[config.mk]
export PLATFORM = sky130hd
export DESIGN_NAME = pc_sequencer
export DESIGN_NICKNAME = d
export VERILOG_FILES = /design/src/rtl/pc_seq_pkg.sv /design/src/rtl/fetch_timer.sv /design/src/rtl/pc_sequencer.sv
export SDC_FILE = /design/constraint.sdc
export NUM_CORES = 1
export LEC_CHECK = 0
export CORE_ASPECT_RATIO = 0.5
export CORE_MARGIN = 2
export CORE_UTILIZATION = 49
export DETAILED_ROUTE_END_ITERATION = 10
export GPL_TIMING_DRIVEN = 0
export PLACE_DENSITY = 0.95
export SYNTH_ARGS = -nofsm -noshare
export SYNTH_HDL_FRONTEND = slang
export SYNTH_SLANG_ARGS = --single-unit
[constraint.sdc]
create_clock -name clk -period 4.9 [get_ports clk]
set_clock_uncertainty 0.1 [all_clocks]
set_input_delay 0.49 -clock clk [delete_from_list [all_inputs] [get_ports clk]]
set_output_delay 0.49 -clock clk [all_outputs]
set_load 0.03 [all_outputs]
[src/rtl/pc_seq_pkg.sv]
// Shared types and constants for the instruction-fetch sequencer.
package pc_seq_pkg;

    typedef enum logic [2:0] {
        ST_BOOT  = 3'd0,
        ST_REQ   = 3'd1,
        ST_WAIT  = 3'd2,
        ST_HOLD  = 3'd3,
        ST_DRAIN = 3'd4,
        ST_FAULT = 3'd5
    } pc_seq_state_t;

    localparam int INSTR_BYTES  = 4;
    localparam int MAX_WAIT_DEF = 15;
    localparam int WAIT_W       = $clog2(MAX_WAIT_DEF + 1);

endpackage

[src/rtl/fetch_timer.sv]
// Response timeout timer: down-counter loaded on clear, terminal flag on the
// MAX_WAIT-th enabled cycle since the clear.
module fetch_timer
    import pc_seq_pkg::*;
#(
    parameter int MAX_WAIT = MAX_WAIT_DEF,
    parameter int W        = WAIT_W
) (
    input  logic clk,
    input  logic reset,
    input  logic clr,
    input  logic en,
    output logic tc
);

    // The cycle of the clear's target state counts as the first waited cycle.
    localparam logic [W-1:0] LOAD = W'(MAX_WAIT - 1);

    logic [W-1:0] cnt_d, cnt_q;

    always_comb begin
        cnt_d = cnt_q;
        if (clr) begin
            cnt_d = LOAD;
        end else if (en && (cnt_q != '0)) begin
            cnt_d = cnt_q - W'(1);
        end
    end

    always_ff @(posedge clk) begin
        if (reset) begin
            cnt_q <= LOAD;
        end else begin
            cnt_q <= cnt_d;
        end
    end

    assign tc = (cnt_q == '0);

endmodule

[src/rtl/pc_sequencer.sv]
// Instruction-fetch sequencer: owns the PC, issues imem requests and holds the
// fetched instruction until the datapath consumes it.
//
//   state    | meaning
//   ---------+--------------------------------------------------
//   BOOT     | one idle cycle after reset
//   REQ      | imem_req asserted at pc, waiting for grant
//   WAIT     | granted, waiting for rvalid (timed)
//   HOLD     | instruction presented, waiting for consume
//   DRAIN    | discarding a response orphaned by a trap (timed)
//   FAULT    | fetch stopped; only trap or reset leaves
module pc_sequencer
    import pc_seq_pkg::*;
#(
    parameter int              XLEN         = 32,
    parameter logic [XLEN-1:0] RESET_VECTOR = 32'h0000_0000,
    parameter logic [XLEN-1:0] TRAP_VECTOR  = 32'h0000_0100,
    parameter int              MAX_WAIT     = MAX_WAIT_DEF
) (
    input  logic            clk,
    input  logic            reset,
    output logic            imem_req,
    output logic [XLEN-1:0] imem_addr,
    input  logic            imem_gnt,
    input  logic            imem_rvalid,
    input  logic [31:0]     imem_rdata,
    output logic            instr_valid,
    output logic [31:0]     instr,
    output logic [XLEN-1:0] instr_pc,
    input  logic            stall,
    input  logic            branch_taken,
    input  logic [XLEN-1:0] branch_target,
    input  logic            trap,
    output logic            fetch_fault,
    output logic [XLEN-1:0] pc
);

    pc_seq_state_t   state_d, state_q;
    logic [XLEN-1:0] pc_d, pc_q;
    logic [XLEN-1:0] imem_addr_d, imem_addr_q;
    logic            imem_req_d, imem_req_q;
    logic            instr_valid_d, instr_valid_q;
    logic [31:0]     instr_d, instr_q;
    logic [XLEN-1:0] instr_pc_d, instr_pc_q;
    logic            fault_d, fault_q;
    logic            tmr_clr, tmr_en, tmr_tc;

    fetch_timer #(
        .MAX_WAIT (MAX_WAIT),
        .W        ($clog2(MAX_WAIT + 1))
    ) u_fetch_timer (
        .clk   (clk),
        .reset (reset),
        .clr   (tmr_clr),
        .en    (tmr_en),
        .tc    (tmr_tc)
    );

    always_comb begin
        state_d       = state_q;
        pc_d          = pc_q;
        instr_valid_d = instr_valid_q;
        instr_d       = instr_q;
        instr_pc_d    = instr_pc_q;
        fault_d       = fault_q;

        case (state_q)
            ST_BOOT: state_d = ST_REQ;
            ST_REQ: begin
                if (imem_gnt) state_d = ST_WAIT;
            end
            ST_WAIT: begin
                if (imem_rvalid) begin
                    instr_d       = imem_rdata;
                    instr_pc_d    = pc_q;
                    instr_valid_d = 1'b1;
                    state_d       = ST_HOLD;
                end else if (tmr_tc) begin
                    fault_d = 1'b1;
                    state_d = ST_FAULT;
                end
            end
            ST_HOLD: begin
                if (!stall) begin
                    instr_valid_d = 1'b0;
                    if (branch_taken && (branch_target[1:0] != 2'b00)) begin
                        fault_d = 1'b1;
                        state_d = ST_FAULT;
                    end else begin
                        pc_d    = branch_taken ? branch_target : pc_q + XLEN'(INSTR_BYTES);
                        state_d = ST_REQ;
                    end
                end
            end
            ST_DRAIN: begin
                if (imem_rvalid || tmr_tc) state_d = ST_REQ;
            end
            ST_FAULT: state_d = ST_FAULT;
            default:  state_d = ST_BOOT;
        endcase

        // A grant in the trap cycle still owes a response, so it must be drained.
        if (trap && (state_q != ST_BOOT)) begin
            pc_d          = TRAP_VECTOR;
            instr_valid_d = 1'b0;
            fault_d       = 1'b0;
            state_d       = ((state_q == ST_WAIT) || ((state_q == ST_REQ) && imem_gnt))
                            ? ST_DRAIN : ST_REQ;
        end

        imem_req_d  = (state_d == ST_REQ);
        imem_addr_d = imem_req_d ? pc_d : '0;
        tmr_clr     = (state_d != state_q);
        tmr_en      = (state_q == ST_WAIT) || (state_q == ST_DRAIN);
    end

    always_ff @(posedge clk) begin
        if (reset) begin
            state_q       <= ST_BOOT;
            pc_q          <= RESET_VECTOR;
            imem_req_q    <= 1'b0;
            imem_addr_q   <= '0;
            instr_valid_q <= 1'b0;
            instr_q       <= '0;
            instr_pc_q    <= '0;
            fault_q       <= 1'b0;
        end else begin
            state_q       <= state_d;
            pc_q          <= pc_d;
            imem_req_q    <= imem_req_d;
            imem_addr_q   <= imem_addr_d;
            instr_valid_q <= instr_valid_d;
            instr_q       <= instr_d;
            instr_pc_q    <= instr_pc_d;
            fault_q       <= fault_d;
        end
    end

    assign imem_req    = imem_req_q;
    assign imem_addr   = imem_addr_q;
    assign instr_valid = instr_valid_q;
    assign instr       = instr_q;
    assign instr_pc    = instr_pc_q;
    assign fetch_fault = fault_q;
    assign pc          = pc_q;

endmodule

Yosys cells after proc, flatten, opt, wreduce, memory -nomap -nowiden
Index checks and enable logic that the tools add are counted.
{"block": "word_totals", "inputBits": 71, "elab_cells": 65, "ff_bits": 138, "mem_bits_rw": 0, "n_memories": 0, "romBits": 0, "latchBits": 0}
{"block": "classes", "n_eq_ne": 12, "add_sub_neg": 2, "shifts": 0, "multipliers": 0, "n_div": 0, "n_bitwise": 1, "magnitude_cmp": 0, "n_mux": 22, "n_reduce_logical": 19}
{"op": "2-to-1 mux 32 bit", "count": 5}
{"op": "adder 32 x 3 -> 32 bit, second input constant", "count": 1}
{"op": "2-to-1 mux 3 bit", "count": 8}
{"op": "case mux 3 bit (6 select lines)", "count": 1}
{"op": "!= test 2 bit, second input constant", "count": 5}
{"op": "equality test 3 x 1 -> 1 bit, second input constant", "count": 2}
{"op": "equality test 3 x 2 -> 1 bit, second input constant", "count": 2}
{"op": "equality test 3 bit, second input constant", "count": 2}
{"op": "2-to-1 mux 1 bit", "count": 6}
{"op": "OR reduction 2 bit", "count": 3}
{"op": "AND reduction 5 bit", "count": 1}
{"op": "logical AND 1 bit", "count": 4}
{"op": "zero test 4 bit", "count": 1}
{"op": "case mux 1 bit (2 select lines)", "count": 2}
{"op": "nonzero test 2 bit", "count": 2}
{"op": "nonzero test 4 bit", "count": 1}
{"op": "subtractor 4 x 1 -> 4 bit, second input constant", "count": 1}
{"op": "zero test 3 bit", "count": 1}
{"op": "logical OR 1 bit", "count": 3}
{"op": "!= test 3 bit", "count": 1}
{"op": "AND reduction 3 bit", "count": 1}
{"op": "nonzero test 3 bit", "count": 1}
{"op": "AND reduction 2 bit", "count": 1}
{"op": "NOT 1 bit", "count": 1}

Logic depth before layout (Yosys ltp)
Gate-level depths: netlist of the first run.
{"block": "depth", "word_depth": 9, "depth_mapped": 8}

Cells and area by module
Synthesis of the first run repeated with hierarchy kept, for this count alone.
{"block": "unflattened", "hier_cells": 741, "area_unflattened_um2": 5962.0}
{"module": "pc_sequencer", "instances": 1, "area_per_inst_um2": 5750.5, "cells_per_inst": 716}
{"module": "fetch_timer", "instances": 1, "area_per_inst_um2": 211.5, "cells_per_inst": 25}

Least setup slack after synthesis of the first run
No wires, ideal clock.
{"block": "synth_path", "path_kind": "reg-to-reg", "startpoint": "register pc_q[9] (netlist: pc[9])", "endpoint": "register imem_addr_q[28] (netlist: imem_addr[28])", "n_path_buf": 1, "arrival_time_ns": 1.980, "path_stages_with_launch": 7, "required_time_ns": 4.680, "path_slack_ns": 2.701, "cell_sequence": "dfxtp_1 -> buf_2 -> nand4_1 -> or3_4 -> or4_1 -> o211ai_1 -> nor2_1"}
{"block": "synth_between", "elab_chain_len": 6}
{"element": "start: declaration", "line": "pc_sequencer.sv:39", "source": "logic [XLEN-1:0] pc_d, pc_q;"}
{"element": "start signal: assignment", "line": "pc_sequencer.sv:129", "source": "pc_q <= pc_d;"}
{"element": "adder 32 x 3 -> 32 bit", "line": "pc_sequencer.sv:90", "source": "pc_d = branch_taken ? branch_target : pc_q + XLEN'(INSTR_BYTES);"}
{"element": "2-to-1 mux 32 bit", "line": "pc_sequencer.sv:90"}
{"element": "2-to-1 mux 32 bit", "line": "pc_sequencer.sv:86", "source": "if (branch_taken && (branch_target[1:0] != 2'b00)) begin"}
{"element": "2-to-1 mux 32 bit", "line": "pc_sequencer.sv:84", "source": "if (!stall) begin"}
{"element": "2-to-1 mux 32 bit", "line": "pc_sequencer.sv:67", "source": "case (state_q)"}
{"element": "2-to-1 mux 32 bit", "line": "pc_sequencer.sv:103", "source": "if (trap && (state_q != ST_BOOT)) begin"}
{"element": "end signal: assignment", "line": "pc_sequencer.sv:131", "source": "imem_addr_q <= imem_addr_d;"}
{"element": "end: declaration", "line": "pc_sequencer.sv:40", "source": "logic [XLEN-1:0] imem_addr_d, imem_addr_q;"}
Every way passes these cells.
A chain may end at the register's enable or synchronous reset.

Worst setup path after layout of the first run
{"block": "layout_path", "startpoint": "input port branch_taken", "endpoint": "register imem_addr_q[6] (netlist: imem_addr[6])"}
{"block": "layout_between", "elab_chain_len": 8}
{"element": "start: declaration", "line": "pc_sequencer.sv:31", "source": "input logic branch_taken,"}
{"element": "logical AND 1 bit", "line": "pc_sequencer.sv:86"}
{"element": "2-to-1 mux 3 bit", "line": "pc_sequencer.sv:86"}
{"element": "2-to-1 mux 3 bit", "line": "pc_sequencer.sv:84"}
{"element": "case mux 3 bit (6 select lines)", "line": "pc_sequencer.sv:67"}
{"element": "2-to-1 mux 3 bit", "line": "pc_sequencer.sv:103"}
{"element": "equality test 3 x 1 -> 1 bit", "line": "pc_sequencer.sv:111", "source": "imem_req_d = (state_d == ST_REQ);"}
{"element": "NOT 1 bit (no line)"}
{"element": "OR reduction 2 bit (no line)"}
Parallel ways exist; a longest one is shown, timed or not.

==> summary.md, run 1 <==
| Metric | Value |
|---|---|
| Crit path largest cell delay | `610 ps` |
| Crit path cell chain | `clkdlybuf4s50_1, clkbuf_1, buf_2, buf_1, a21oi_1, o21ai_0, nor2b_1` |
| CP max stage cell | `clkdlybuf4s50_1` |
| Placed cells | `1099` |
| R2R Path Start | `pc[5]` |
| Vias in the first global route | `6162` |
| Fin. max-slew vios | `0` |
| Clock sinks | `138` |
| Initial Util | `50.02%` |
| Die ar. | `0.01296 mm2` |
| Peak supply drop | `0.2686 mV` |
| Io pins | `202` |
| Global Route Usage Sum | `31.75%` |
| Crit Path Class | `input port to flip-flop` |
| Min cycle time layout | `2771 ps` |
| Mapped cell area | `0.005888 mm2` |
| Placed Area | `0.008087 mm2` |
| Async S/R FF share, synth | `0%` |
| Post-Syn Nets | `808` |
| Die width | `159.0 um` |
| Routed Antenna Nets | `0` |
| Final HPWL DP | `15810 um` |
| First-pass GRT wire length | `32070 um` |
| Clock root buffer master | `clkbuf_16` |
| Drt via density | `5.958` |
| Startpoint Class | `input port` |
| Rel. slew slack | `51.14%` |
| Leading cell type in the layout, fill and taps excluded | `clkdlybuf4s50_1` |
| Max_cap viols | `0` |
| Area growth syn-to-layout | `48.26%` |
| DRC errors left | `0` |
| Buf/Inv on CP | `4` |
| Total Nets Final | `1026` |
| Starting DRC count in detailed routing | `698` |
| Setup tns final | `0 ps` |
| DRT Pass-1 Iters | `5` |
| Post-cts resize count | `0` |
| Number of diodes | `0` |
| CTS Buf Count | `17` |
| Hold buffers post-CTS | `0` |
| CTS clock-pin slew for the worst setup and hold paths | `70 ps` |
| Fin area | `0.008730 mm2` |
| Leakage | `2.976 nW` |
| Most used DFF post-synth | `dfxtp_1` |
| Hold Crit Start | `instr[4]` |
| Least-Margin Pin Slew | `726.3 ps` |
| Initial antenna violation count | `0` |
| Post-synthesis sequential area ratio | `46.92%` |
| Final Wtd Congestion | `0.9608` |
| Final WL | `21910 um` |
| Critical Path Fanout Max | `10` |
| Yosys warnings | `0` |
| Arrival time worst endpoint | `3020 ps` |
| Hold Path Class | `flip-flop to flip-flop` |
| Post-synth EDFFs | `0` |
| Cells after synthesis | `735` |
| RSZ-0062 raised after global routing | `no` |
| CTS tree | `built` |
| Top delay family on crit path | `buffers and inverters` |
| GRT overflow | `0` |
| Power Density | `319.2 mW/mm2` |
| Largest net degree at the start of global routing | `17` |
| # Post-CTS Setup Buffers | `0` |
| Clk_lat worst skew | `430 ps` |
| Share of cells above drive strength 1 | `6.729%` |
| Distinct cells, synth | `70` |
| Status | `finished, final reports clean` |
| Hold slack | `354.7 ps` |
| Synth Register Bits | `138` |
| CTS Buffer Depth | `2` |
| Finished Layout Cells | `1131` |
| Via count | `6739` |
| PortBufs | `199` |
| Crit path launch | `branch_taken` |
| H-tree depth | `4` |
| Final Hold Violating Endpoints | `0` |
| Setup Viol. Count Final | `0` |
| Maximum clock frequency | `360.9 MHz` |
| # rows | `28` |
| Final cycle utilization of the critical path | `56.55%` |
| Synthesized area per cell | `8.011 um2` |
| Die Y | `81.52 um` |
| DR WL/cell | `19.37 um` |
| Worst Path Required | `5150 ps` |
| Core Area | `0.01177 mm2` |
| Crit. End Element | `flip-flop` |
| Commonest cells after routing, fill and taps aside | `clkdlybuf4s50_1 (199), nand2_1 (157), dfxtp_1 (138), a21oi_1 (81), nor2_1 (80)` |
[worst paths after layout]
path / endpoint / slack [ps] / depth (start not counted)
worst max-delay path: imem_addr[6] / 2130 / 7
worst min-delay path: instr[4] / 350 / 2
worst max register to register: imem_addr[31] / 2200 / 6
worst min register to register: instr[4] / 350 / 2
[sequential cells by signal, indices dropped and copies added (netlist names)]
register	cells
instr	32
imem_addr	32
fetch_fault	1
u_fetch_timer.cnt_q	4
pc	32
imem_req	1
state_q	3
instr_pc	32
instr_valid	1
[worst register-to-register path, stage by stage (launching register included)]
cell and delay [ps]:
dfxtp_1 520, nand4_1 390, nor4_2 640, buf_4 290, nand3_1 100, o211ai_1 430
nor2_1 100
[where the power goes]
group	switching [mW]	internal, mW
combinational	0.142	0.106
clock	0.534	0.864
sequential	0.00835	1.13
total	0.684	2.10
[logic make-up after synthesis]
logic type	Yosys count	synth area share, %
compound gates	174	19.02
xor+xnor	3	0.4463
buf+inv	64	4.632
simple gates	349	27.69
fa+ha+maj	2	0.4249
flops	138	46.92
mux	5	0.8712
[per-stage QoR]
stage / setup WS, ps / power, mW / util, %
after floorplan: 2701 / 1.289 / -
after global placement: 1913 / 1.401 / 68.70
after detailed placement: 1930 / 1.406 / 68.70
after CTS: 2260 / 2.775 / 74.16
after global routing: 2082 / 2.845 / 74.16
final: 2129 / 2.787 / 74.16
[area by class of cell]
| cell class | count | area, um2 |
|---|---|---|
| inverter | 12 | 45.04 |
| sequential | 138 | 2763 |
| fill | 846 | 3042 |
| buffer | 52 | 227.7 |
| clock buffer | 17 | 425.4 |
| timing repair buffer | 199 | 1992 |
| multi-input combinational | 533 | 2853 |
| clock inverter | 15 | 217.7 |
| tap | 165 | 206.4 |
[cells in the mapped netlist (3+ instances only)]
| master | instances | share of area [%] |
|---|---|---|
| a211o_1 | 3 | 0.45 |
| a211oi_1 | 5 | 0.64 |
| a21oi_1 | 81 | 6.9 |
| a2bb2oi_1 | 3 | 0.45 |
| a311o_1 | 6 | 1.0 |
| a31oi_1 | 11 | 1.2 |
| and3_1 | 8 | 0.85 |
| and4_1 | 4 | 0.59 |
| buf_1 | 3 | 0.19 |
| buf_2 | 14 | 1.2 |
| buf_4 | 4 | 0.51 |
| clkbuf_1 | 31 | 2.0 |
| dfxtp_1 | 138 | 47 |
| inv_1 | 12 | 0.76 |
| mux2i_1 | 4 | 0.68 |
| nand2_1 | 157 | 10 |
| nand2b_1 | 8 | 0.85 |
| nand3_1 | 19 | 1.6 |
| nand3b_1 | 3 | 0.38 |
| nand4_1 | 16 | 1.7 |
| nor2_1 | 80 | 5.1 |
| nor2b_1 | 11 | 1.2 |
| nor3_1 | 17 | 1.4 |
| nor4b_1 | 3 | 0.45 |
| o211ai_1 | 5 | 0.64 |
| o21a_1 | 3 | 0.38 |
| o21ai_0 | 18 | 1.5 |
| o22ai_1 | 8 | 0.85 |
| o32ai_1 | 3 | 0.45 |
[metal layers]
metal	wire [um]	vias up	global-route usage, %
met5	0	-	0
met4	825	0	14.09
met3	2307	94	7.475
met2	10430	457	55.04
met1	8344	3170	38.70
li1	-	3018	-
Note: power is estimated with default switching activity, not from simulation.
==> inputs of run 2 (changes only) <==
--- a/config.mk
+++ b/config.mk
@@ -7,10 +7,10 @@
 export LEC_CHECK = 0
 export CORE_ASPECT_RATIO = 0.5
 export CORE_MARGIN = 2
-export CORE_UTILIZATION = 49
+export CORE_UTILIZATION = 46
 export DETAILED_ROUTE_END_ITERATION = 10
 export GPL_TIMING_DRIVEN = 0
-export PLACE_DENSITY = 0.95
+export PLACE_DENSITY = 0.9
 export SYNTH_ARGS = -nofsm -noshare
 export SYNTH_HDL_FRONTEND = slang
 export SYNTH_SLANG_ARGS = --single-unit
==> constraint.sdc (replaced) <==
create_clock -name clk -period 2.6 [get_ports clk]
set_clock_uncertainty 0.1 [all_clocks]
set_input_delay 0.26 -clock clk [delete_from_list [all_inputs] [get_ports clk]]
set_output_delay 0.26 -clock clk [all_outputs]
set_load 0.03 [all_outputs]
==> summary.md, run 2 (same netlist as run 1, synthesis figures left out) <==
| Metric | Value |
|---|---|
| Status | `finished, final reports clean` |
| Drt via density | `5.723` |
| Final Wtd Congestion | `0.9630` |
| GRT overflow | `0` |
| Share of cells above drive strength 1 | `6.832%` |
| Final cycle utilization of the critical path | `96.85%` |
| Placed cells | `1104` |
| CTS clock-pin slew for the worst setup and hold paths | `60 ps` |
| Leading cell type in the layout, fill and taps excluded | `clkdlybuf4s50_1` |
| Initial antenna violation count | `0` |
| Routed Antenna Nets | `0` |
| Die ar. | `0.01378 mm2` |
| Power Density | `604.4 mW/mm2` |
| Number of diodes | `0` |
| Min cycle time layout | `2518 ps` |
| Die Y | `84 um` |
| Finished Layout Cells | `1136` |
| Arrival time worst endpoint | `2720 ps` |
| Final HPWL DP | `15450 um` |
| Critical Path Fanout Max | `10` |
| Io pins | `202` |
| Startpoint Class | `input port` |
| Via count | `6501` |
| Multi-input gate area | `0.002868 mm2` |
| Vias in the first global route | `6223` |
| Fin. max-slew vios | `0` |
| Final Hold Violating Endpoints | `0` |
| Area growth syn-to-layout | `48.66%` |
| PortBufs | `199` |
| Clock sinks | `138` |
| Clk_lat worst skew | `430 ps` |
| Largest net degree at the start of global routing | `17` |
| # rows | `29` |
| Die width | `164 um` |
| Register area | `0.002763 mm2` |
| Crit. End Element | `flip-flop` |
| Least-Margin Pin Slew | `834.8 ps` |
| CTS tree | `built` |
| Starting DRC count in detailed routing | `625` |
| Setup Viol. Count Final | `0` |
| Final WL | `20960 um` |
| Peak supply drop | `0.3108 mV` |
| Max_cap viols | `0` |
| # Post-CTS Setup Buffers | `0` |
| DRC errors left | `0` |
| H-tree depth | `4` |
| Util after Layout | `69.52%` |
| CTS Buf Count | `17` |
| Hold Path Class | `input port to flip-flop` |
| Worst Path Required | `2800 ps` |
| DRT Pass-1 Iters | `6` |
| DR WL/cell | `18.45 um` |
| Clock root buffer master | `clkbuf_16` |
| First-pass GRT wire length | `32710 um` |
| Setup tns final | `0 ps` |
| Fillers | `964` |
| Core Area | `0.01259 mm2` |
| CTS Buffer Depth | `2` |
| Commonest cells after routing, fill and taps aside | `clkdlybuf4s50_1 (199), nand2_1 (157), dfxtp_1 (138), a21oi_1 (81), nor2_1 (80)` |
| Leakage | `2.990 nW` |
| Total Nets Final | `1026` |
| Initial Util | `46.77%` |
| Power Total | `5.290 mW` |
| Rel. slew slack | `43.83%` |
| Global Route Usage Sum | `30.55%` |
| Maximum clock frequency | `397.1 MHz` |
| Crit Path Class | `input port to flip-flop` |
## run 2: cell count changes in the layout (fill, tap and decap cells not counted)
cell,delta
nor4_2,-1
inv_6,+6
clkinv_2,-1
nor4b_1,-1
clkinvlp_4,+1
clkinv_4,-5
clkbuf_8,+1
inv_8,-2
nor4b_2,+1
nor4_4,+1
## run 2: routing by layer
layer / track usage, % / share of wire [%]
met1: 40.04 / 41
met2: 48.85 / 47
met3: 6.855 / 9.5
met4: 12.36 / 2.9
met5: 0 / 0
## run 2: repair_timing
| action | in CTS | in global routing |
|---|---|---|
| setup endpoints to repair | 1 | 6 |
| gates resized for setup | 1 | 1 |
| pin swaps | 0 | 0 |
| hold buffers | 0 | 0 |
## run 2: layout make-up
class / instances / area share (%)
clock inverters: 14 / 2.358
inverters: 12 / 0.5146
multi-input cells: 533 / 32.76
plain buffers: 52 / 2.601
repair buffers: 199 / 22.76
well taps: 170 / 2.430
flip-flops and latches: 138 / 31.56
clock buffers: 18 / 5.017
## run 2: path summary, 6_finish.rpt
| path | end | startpoint | slack (ps) | cells after the start |
|---|---|---|---|---|
| hold reg to reg | instr[2] | instr[2] | 350 | 2 |
| setup / recovery | imem_addr[22] | branch_taken | 80 | 7 |
| hold / removal | state_q[0] | trap | 170 | 3 |
| setup reg to reg | imem_addr[28] | pc[3] | 130 | 6 |
## run 2: per-stage QoR
stage | setup WS [ps] | hold WS (ps) | cell area (um2)
2_1_floorplan | 400.8 | 296.0 | 5888
3_3_place_gp | -268.1 | 340.8 | 8093
3_5_place_dp | -238.6 | 348.7 | 8093
4_1_cts | 194.3 | 162.5 | 8745
5_1_grt | -2.909 | 184.6 | 8753
6_report | 81.94 | 169.9 | 8753
## run 2: critical path, cell delays in order
cell and delay (ps):
clkdlybuf4s50_1 650, clkbuf_1 320, buf_2 340, buf_1 570, a311oi_1 130, a211oi_1 350
nor2_1 90
## run 2: power by group
part           internal [mW]  total (mW)  switching [mW]
Combinational          0.201       0.469           0.268
Clock                   1.66        2.67            1.02
Sequential              2.13        2.15          0.0145
Total                   3.99        5.29            1.30
